$ cat src/rtl/coram_reader_pkg.sv
// Shared types and constants for the CoRAM input-stream reader.
package coram_reader_pkg;

    // Transfer control states.
    typedef enum logic [1:0] {
        IDLE  = 2'd0,
        RUN   = 2'd1,
        DRAIN = 2'd2
    } state_t;

    // Depth of the output staging buffer, and the width of its occupancy count.
    localparam int unsigned BUF_DEPTH = 2;
    localparam int unsigned BUF_CNT_W = 2;

    // Width of the output stall counter.
    localparam int unsigned STALL_W = 32;

endpackage

$ cat src/rtl/coram_skid_fifo.sv
// Two-entry output staging buffer. The head entry drives the output directly.
// It does no flow control of its own: the caller never pushes into a full
// buffer unless it also pops, and never pops an empty one.
module coram_skid_fifo
    import coram_reader_pkg::*;
#(
    parameter int DATA_W = 32
) (
    input  logic                 i_clk,
    input  logic                 i_rst_n,
    input  logic                 i_push,
    input  logic                 i_pop,
    input  logic [DATA_W-1:0]    i_data,
    output logic [DATA_W-1:0]    o_data,
    output logic [BUF_CNT_W-1:0] o_count
);

    localparam logic [BUF_CNT_W-1:0] CNT_ONE = {{(BUF_CNT_W-1){1'b0}}, 1'b1};

    logic [DATA_W-1:0]    r_head;
    logic [DATA_W-1:0]    r_tail;
    logic [BUF_CNT_W-1:0] r_count;

    // Shift-style storage: the head is always the oldest word.
    always_ff @(posedge i_clk or negedge i_rst_n) begin
        if (!i_rst_n) begin
            r_head  <= '0;
            r_tail  <= '0;
            r_count <= '0;
        end else begin
            case ({i_push, i_pop})
                2'b10: begin
                    if (r_count == '0) begin
                        r_head <= i_data;
                    end else begin
                        r_tail <= i_data;
                    end
                    r_count <= r_count + CNT_ONE;
                end
                2'b01: begin
                    r_head  <= r_tail;
                    r_count <= r_count - CNT_ONE;
                end
                2'b11: begin
                    if (r_count == CNT_ONE) begin
                        r_head <= i_data;
                    end else begin
                        r_head <= r_tail;
                        r_tail <= i_data;
                    end
                end
                default: begin
                end
            endcase
        end
    end

    assign o_data  = r_head;
    assign o_count = r_count;

endmodule

$ cat src/rtl/coram_instream_reader.sv
// Reads LENGTH words from a FIFO-style input stream and presents them on a
// valid/ready output port, at up to one word per cycle.
// Optional feature: define CORAM_READER_STALL_COUNT_EN to build the output
// stall counter; otherwise STALL_COUNT is tied to zero.
module coram_instream_reader
    import coram_reader_pkg::*;
#(
    parameter int CORAM_DATA_WIDTH = 32,
    parameter int CORAM_LEN_WIDTH  = 16
) (
    input  logic                        CLK,
    input  logic                        RST,
    input  logic                        START,
    input  logic [CORAM_LEN_WIDTH-1:0]  LENGTH,
    output logic                        BUSY,
    output logic                        DONE,
    input  logic [CORAM_DATA_WIDTH-1:0] FIFO_Q,
    output logic                        FIFO_DEQ,
    input  logic                        FIFO_EMPTY,
    input  logic                        FIFO_ALM_EMPTY,
    output logic [CORAM_DATA_WIDTH-1:0] OUT_DATA,
    output logic                        OUT_VALID,
    input  logic                        OUT_READY,
    output logic                        OUT_LAST,
    output logic [STALL_W-1:0]          STALL_COUNT
);

    localparam logic [CORAM_LEN_WIDTH-1:0] LEN_ONE =
        {{(CORAM_LEN_WIDTH-1){1'b0}}, 1'b1};
    localparam logic [2:0] DEPTH = 3'(BUF_DEPTH);

    state_t                      r_state;
    state_t                      w_state_nxt;
    logic [CORAM_LEN_WIDTH-1:0]  r_rem_issue;
    logic [CORAM_LEN_WIDTH-1:0]  r_rem_accept;
    logic                        r_inflight;
    logic                        r_alm_block;
    logic                        r_done;

    logic                        w_deq;
    logic                        w_done_nxt;
    logic                        w_load;
    logic                        w_valid;
    logic                        w_pop;
    logic                        w_last;
    logic                        w_room;
    logic [2:0]                  w_occ;
    logic [BUF_CNT_W-1:0]        w_count;
    logic [CORAM_DATA_WIDTH-1:0] w_head;

    coram_skid_fifo #(
        .DATA_W (CORAM_DATA_WIDTH)
    ) u_buf (
        .i_clk   (CLK),
        .i_rst_n (RST),
        .i_push  (r_inflight),
        .i_pop   (w_pop),
        .i_data  (FIFO_Q),
        .o_data  (w_head),
        .o_count (w_count)
    );

    assign w_valid = (w_count != '0);
    assign w_pop   = w_valid & OUT_READY;
    assign w_last  = w_valid & (r_rem_accept == LEN_ONE);

    // Words already buffered plus the one on its way must leave a free slot,
    // counting the slot that a pop in this same cycle releases.
    assign w_occ  = 3'(w_count) + {2'b00, r_inflight};
    assign w_room = (w_occ < (DEPTH + {2'b00, w_pop}));

    assign w_load = (r_state == IDLE) & START & (LENGTH != '0);

    // State register.
    always_ff @(posedge CLK or negedge RST) begin
        if (!RST) begin
            r_state <= IDLE;
        end else begin
            r_state <= w_state_nxt;
        end
    end

    // Next-state, dequeue request and completion decision.
    always_comb begin
        w_state_nxt = r_state;
        w_deq       = 1'b0;
        w_done_nxt  = 1'b0;
        case (r_state)
            IDLE: begin
                if (START) begin
                    if (LENGTH != '0) begin
                        w_state_nxt = RUN;
                    end else begin
                        w_done_nxt = 1'b1;
                    end
                end
            end
            RUN: begin
                // The EMPTY flag lags a dequeue by a cycle, so after taking
                // what may have been the last word we hold off one cycle.
                w_deq = (r_rem_issue != '0) & ~FIFO_EMPTY & ~r_alm_block & w_room;
                if (w_deq && (r_rem_issue == LEN_ONE)) begin
                    w_state_nxt = DRAIN;
                end
            end
            DRAIN: begin
                if (w_pop && w_last) begin
                    w_state_nxt = IDLE;
                    w_done_nxt  = 1'b1;
                end
            end
            default: begin
                w_state_nxt = IDLE;
            end
        endcase
    end

    // Issue and accept counters; loaded from LENGTH so the maximum length never wraps.
    always_ff @(posedge CLK or negedge RST) begin
        if (!RST) begin
            r_rem_issue  <= '0;
            r_rem_accept <= '0;
        end else if (w_load) begin
            r_rem_issue  <= LENGTH;
            r_rem_accept <= LENGTH;
        end else begin
            if (w_deq) begin
                r_rem_issue <= r_rem_issue - LEN_ONE;
            end
            if (w_pop) begin
                r_rem_accept <= r_rem_accept - LEN_ONE;
            end
        end
    end

    // Read-in-flight tracking, empty-lag guard and registered completion pulse.
    always_ff @(posedge CLK or negedge RST) begin
        if (!RST) begin
            r_inflight  <= 1'b0;
            r_alm_block <= 1'b0;
            r_done      <= 1'b0;
        end else begin
            r_inflight  <= w_deq;
            r_alm_block <= w_deq & FIFO_ALM_EMPTY;
            r_done      <= w_done_nxt;
        end
    end

`ifdef CORAM_READER_STALL_COUNT_EN
    localparam logic [STALL_W-1:0] STALL_ONE = {{(STALL_W-1){1'b0}}, 1'b1};
    logic [STALL_W-1:0] r_stall;

    // Saturating count of cycles where a word waits on the downstream.
    always_ff @(posedge CLK or negedge RST) begin
        if (!RST) begin
            r_stall <= '0;
        end else if (w_valid && !OUT_READY && (r_stall != '1)) begin
            r_stall <= r_stall + STALL_ONE;
        end
    end

    assign STALL_COUNT = r_stall;
`else
    assign STALL_COUNT = '0;
`endif

    assign BUSY      = (r_state != IDLE);
    assign DONE      = r_done;
    assign FIFO_DEQ  = w_deq;
    assign OUT_DATA  = w_head;
    assign OUT_VALID = w_valid;
    assign OUT_LAST  = w_last;

endmodule

$ cat config.mk
export PLATFORM = sky130hd
export DESIGN_NAME = coram_instream_reader
export DESIGN_NICKNAME = d
export VERILOG_FILES = /design/src/rtl/coram_reader_pkg.sv /design/src/rtl/coram_skid_fifo.sv /design/src/rtl/coram_instream_reader.sv
export SDC_FILE = /design/constraint.sdc
export NUM_CORES = 1
export LEC_CHECK = 0
export CORE_MARGIN = 3
export CORE_UTILIZATION = 50
export DETAILED_ROUTE_END_ITERATION = 10
export PLACE_DENSITY = 0.88
export SYNTH_ARGS = -nofsm -noshare
export SYNTH_HDL_FRONTEND = slang
export SYNTH_SLANG_ARGS = --single-unit
$ cat constraint.sdc
create_clock -name CLK -period 3.3 [get_ports CLK]
set_input_delay 0.495 -clock CLK [delete_from_list [all_inputs] [get_ports CLK]]
set_output_delay 0.495 -clock CLK [all_outputs]
set_load 0.01 [all_outputs]
==> summary.md <==
| Metric | Value |
|---|---|
| Final worst path period need | `3.06 ns` |
| Pin count of the biggest net entering global routing | `65` |
| Vias per inst | `5.59` |
| Syn Area/Cell | `10.5 um2` |
| Fin crit share | `92.8%` |
| Outcome | `completed` |
| Dpl ws | `0.509 ns` |
| Gate Count Post-Synth | `493` |
| Commonest non-fill, non-tap cells in the layout | `dfrtp_1 (103), clkdlybuf4s50_1 (89), nand2_1 (56)` |
| Mapped cell area | `0.00515 mm2` |
| Peak supply drop | `0.427 mV` |
| Worst slew margin relative to its limit | `48.3%` |
| Vias | `3999` |
| MaxCap Viol Count | `0` |
| CP Capture Type | `output port` |
| Root buffer cell | `clkbuf_8` |
| Distinct cell type count after synthesis | `49` |
| Post-CTS Setup Inserts | `0` |
| Crit-path max FO | `5` |
| FP Rows | `36` |
| Initial core utilization | `52.0%` |
| Fmax | `0.327 GHz` |
| # H-tree levels | `3` |
| Non-Filler Cell Area, Final | `0.00629 mm2` |
| IO Pins | `123` |
| Worst Skew | `0.0146 ns` |
| First-pass iteration count of the detailed router | `5` |
| Top_reg_cell synth | `dfrtp_1` |
| Hpwl dp | `8310 um` |
| Initial antenna violation count | `0` |
| First-pass GRT wire length | `19000 um` |
| TritonCTS clock tree | `built` |
| Remaining global-route overflow | `0` |
| Final nets | `644` |
| Drt initial violations | `260` |
| Clock Path Buffers | `2` |
| Worst-Margin Slew | `0.775 ns` |
| WP data required | `2.80 ns` |
| CTS sink cnt | `103` |
| Setup Viol. Count Final | `0` |
| Worst hold margin | `0.143 ns` |
| Vias in the first global route | `3926` |
| RSZ-0062 raised after global routing | `no` |
| Crit Path Category | `reg2out` |
| Routed wire length | `11600 um` |
| Hold Path Class | `in2async` |
| Post-synth ARST share | `100%` |
| Synth top area share | `50.0%` |
| Synth warn | `0` |
| Hold Vio Cnt, Final | `0` |
| Die area | `0.0116 mm2` |
| Power per cell area | `878 mW/mm2` |
| Clk Latency, worst-skew pair | `0.36 ns` |
| Post-Place Cell Area | `0.00609 mm2` |
| Area growth from synthesis to layout | `22.0%` |
| Clk slew on worst S/H paths | `0.11 ns` |
| EDFF count, synth | `0` |
| Total CTS buffers | `9` |
| Final WS setup | `0.238 ns` |
| Slew Limit Fails | `0` |
| Wire per inst | `16.2 um` |
| Routability-driven placement congestion ratio | `0.877` |
| Layout cell share with drive strength beyond 1 | `12.9%` |
| Core area | `0.00991 mm2` |
| Setup crit start kind | `flip-flop` |
| Die height | `108 um` |
| DIE WIDTH | `108 um` |
| Sequential share of the synthesized area | `50.0%` |
| Routed Antenna Nets | `0` |
| Final Util | `63.5%` |
| Static Leak | `2.64 nW` |
| Post-CTS sizing | `0` |
| Cell taking the most area after synthesis | `dfrtp_1` |
| Setup_tns | `0 ns` |
| I/O Buffers | `90` |
| Synth top area cells | `dfrtp_1 (50%), mux2_2 (7.4%), buf_4 (4.8%)` |
| Hold_buf cts | `0` |
| Most common cell after layout, fill and taps aside | `dfrtp_1` |
| # diodes | `0` |
| GRT Util Overall | `20.4%` |
| Worst Path Arrival | `2.57 ns` |
| DRC | `0` |
| Register bit count reported by yosys | `103` |
==> routing by layer <==
layer  up-vias  track usage (%)  part of all wire, %
met2       170             33.1                   50
met1      1949             27.7                   42
met5         -                0                    0
met4         0             6.13                  1.0
met3        14             4.50                  7.4
li1       1866                -                    -
==> final timing paths <==
kind                                       start               end  slack, ns  cells past startpoint
worst min-delay path                         RST  u_buf.r_tail[21]       0.14                      1
min in group CLK                 u_buf.o_data[6]   u_buf.o_data[6]       0.49                      2
max in group asynchronous                    RST   u_buf.r_tail[2]       2.41                      2
worst max register to register  u_buf.o_count[0]   u_buf.r_tail[3]       0.69                     10
worst min register to register   u_buf.o_data[6]   u_buf.o_data[6]       0.49                      2
worst max-delay path                  r_inflight          FIFO_DEQ       0.24                      7
==> sequential cells by signal, indices dropped and copies added, names as in the netlist <==
register	count
r_state	2
u_buf.o_data	32
r_rem_accept	16
r_inflight	1
u_buf.r_tail	32
DONE	1
u_buf.o_count	2
r_rem_issue	16
r_alm_block	1
==> where the power goes <==
part / internal (mW) / switching, mW / leakage [nW]
Clock: 0.362 / 0.451 / 0.102
Combinational: 1.19 / 1.21 / 1.28
Sequential: 1.86 / 0.448 / 1.26
==> through the flow <==
stage          power, mW  std cells
6_report            5.52        716
3_5_place_dp        4.72        700
2_1_floorplan       3.80        524
3_3_place_gp        4.55        700
4_1_cts             5.53        716
5_1_grt             5.92        716
==> cells in the mapped netlist (all sizes together) (4+ instances only) <==
cell	count
a21oi	9
a22oi	32
a31oi	4
buf	36
clkbuf	20
dfrtp	103
ha	12
inv	17
mux2	34
nand2	56
nand3	9
nand4	4
nor2	17
nor3	10
nor3b	4
nor4	13
o211ai	5
o21ai	48
or3	6
or4	5
xnor2	14
==> worst max-delay path, cell delays in order (launching register included) <==
cell	delay, ns
dfrtp_1	0.47
ha_1	0.23
ha_1	0.17
nor3_1	0.24
o211ai_1	0.21
a21o_1	0.27
inv_2	0.08
clkdlybuf4s50_1	0.53
==> cells by family after synthesis <==
| family | Yosys count | synth area share [%] |
|---|---|---|
| and+or+nand+nor | 136 | 14.0 |
| AOI/OAI and AO/OA | 114 | 14.2 |
| DFF | 103 | 50.0 |
| buffers and inverters | 73 | 7.91 |
| muxes | 37 | 8.01 |
| xor gates and xnor gates | 17 | 2.89 |
| adders and majority gates | 12 | 2.91 |
| other | 1 | 0.0727 |
==> layout make-up <==
cell class / instances / area [um2]
fill: 773 / 3620
sequential: 103 / 2580
multi-input combinational: 348 / 2300
timing repair buffer: 99 / 978
tap: 133 / 166
clock buffer: 9 / 124
clock inverter: 7 / 80.1
inverter: 17 / 63.8
(Power assumes the default switching activity.)
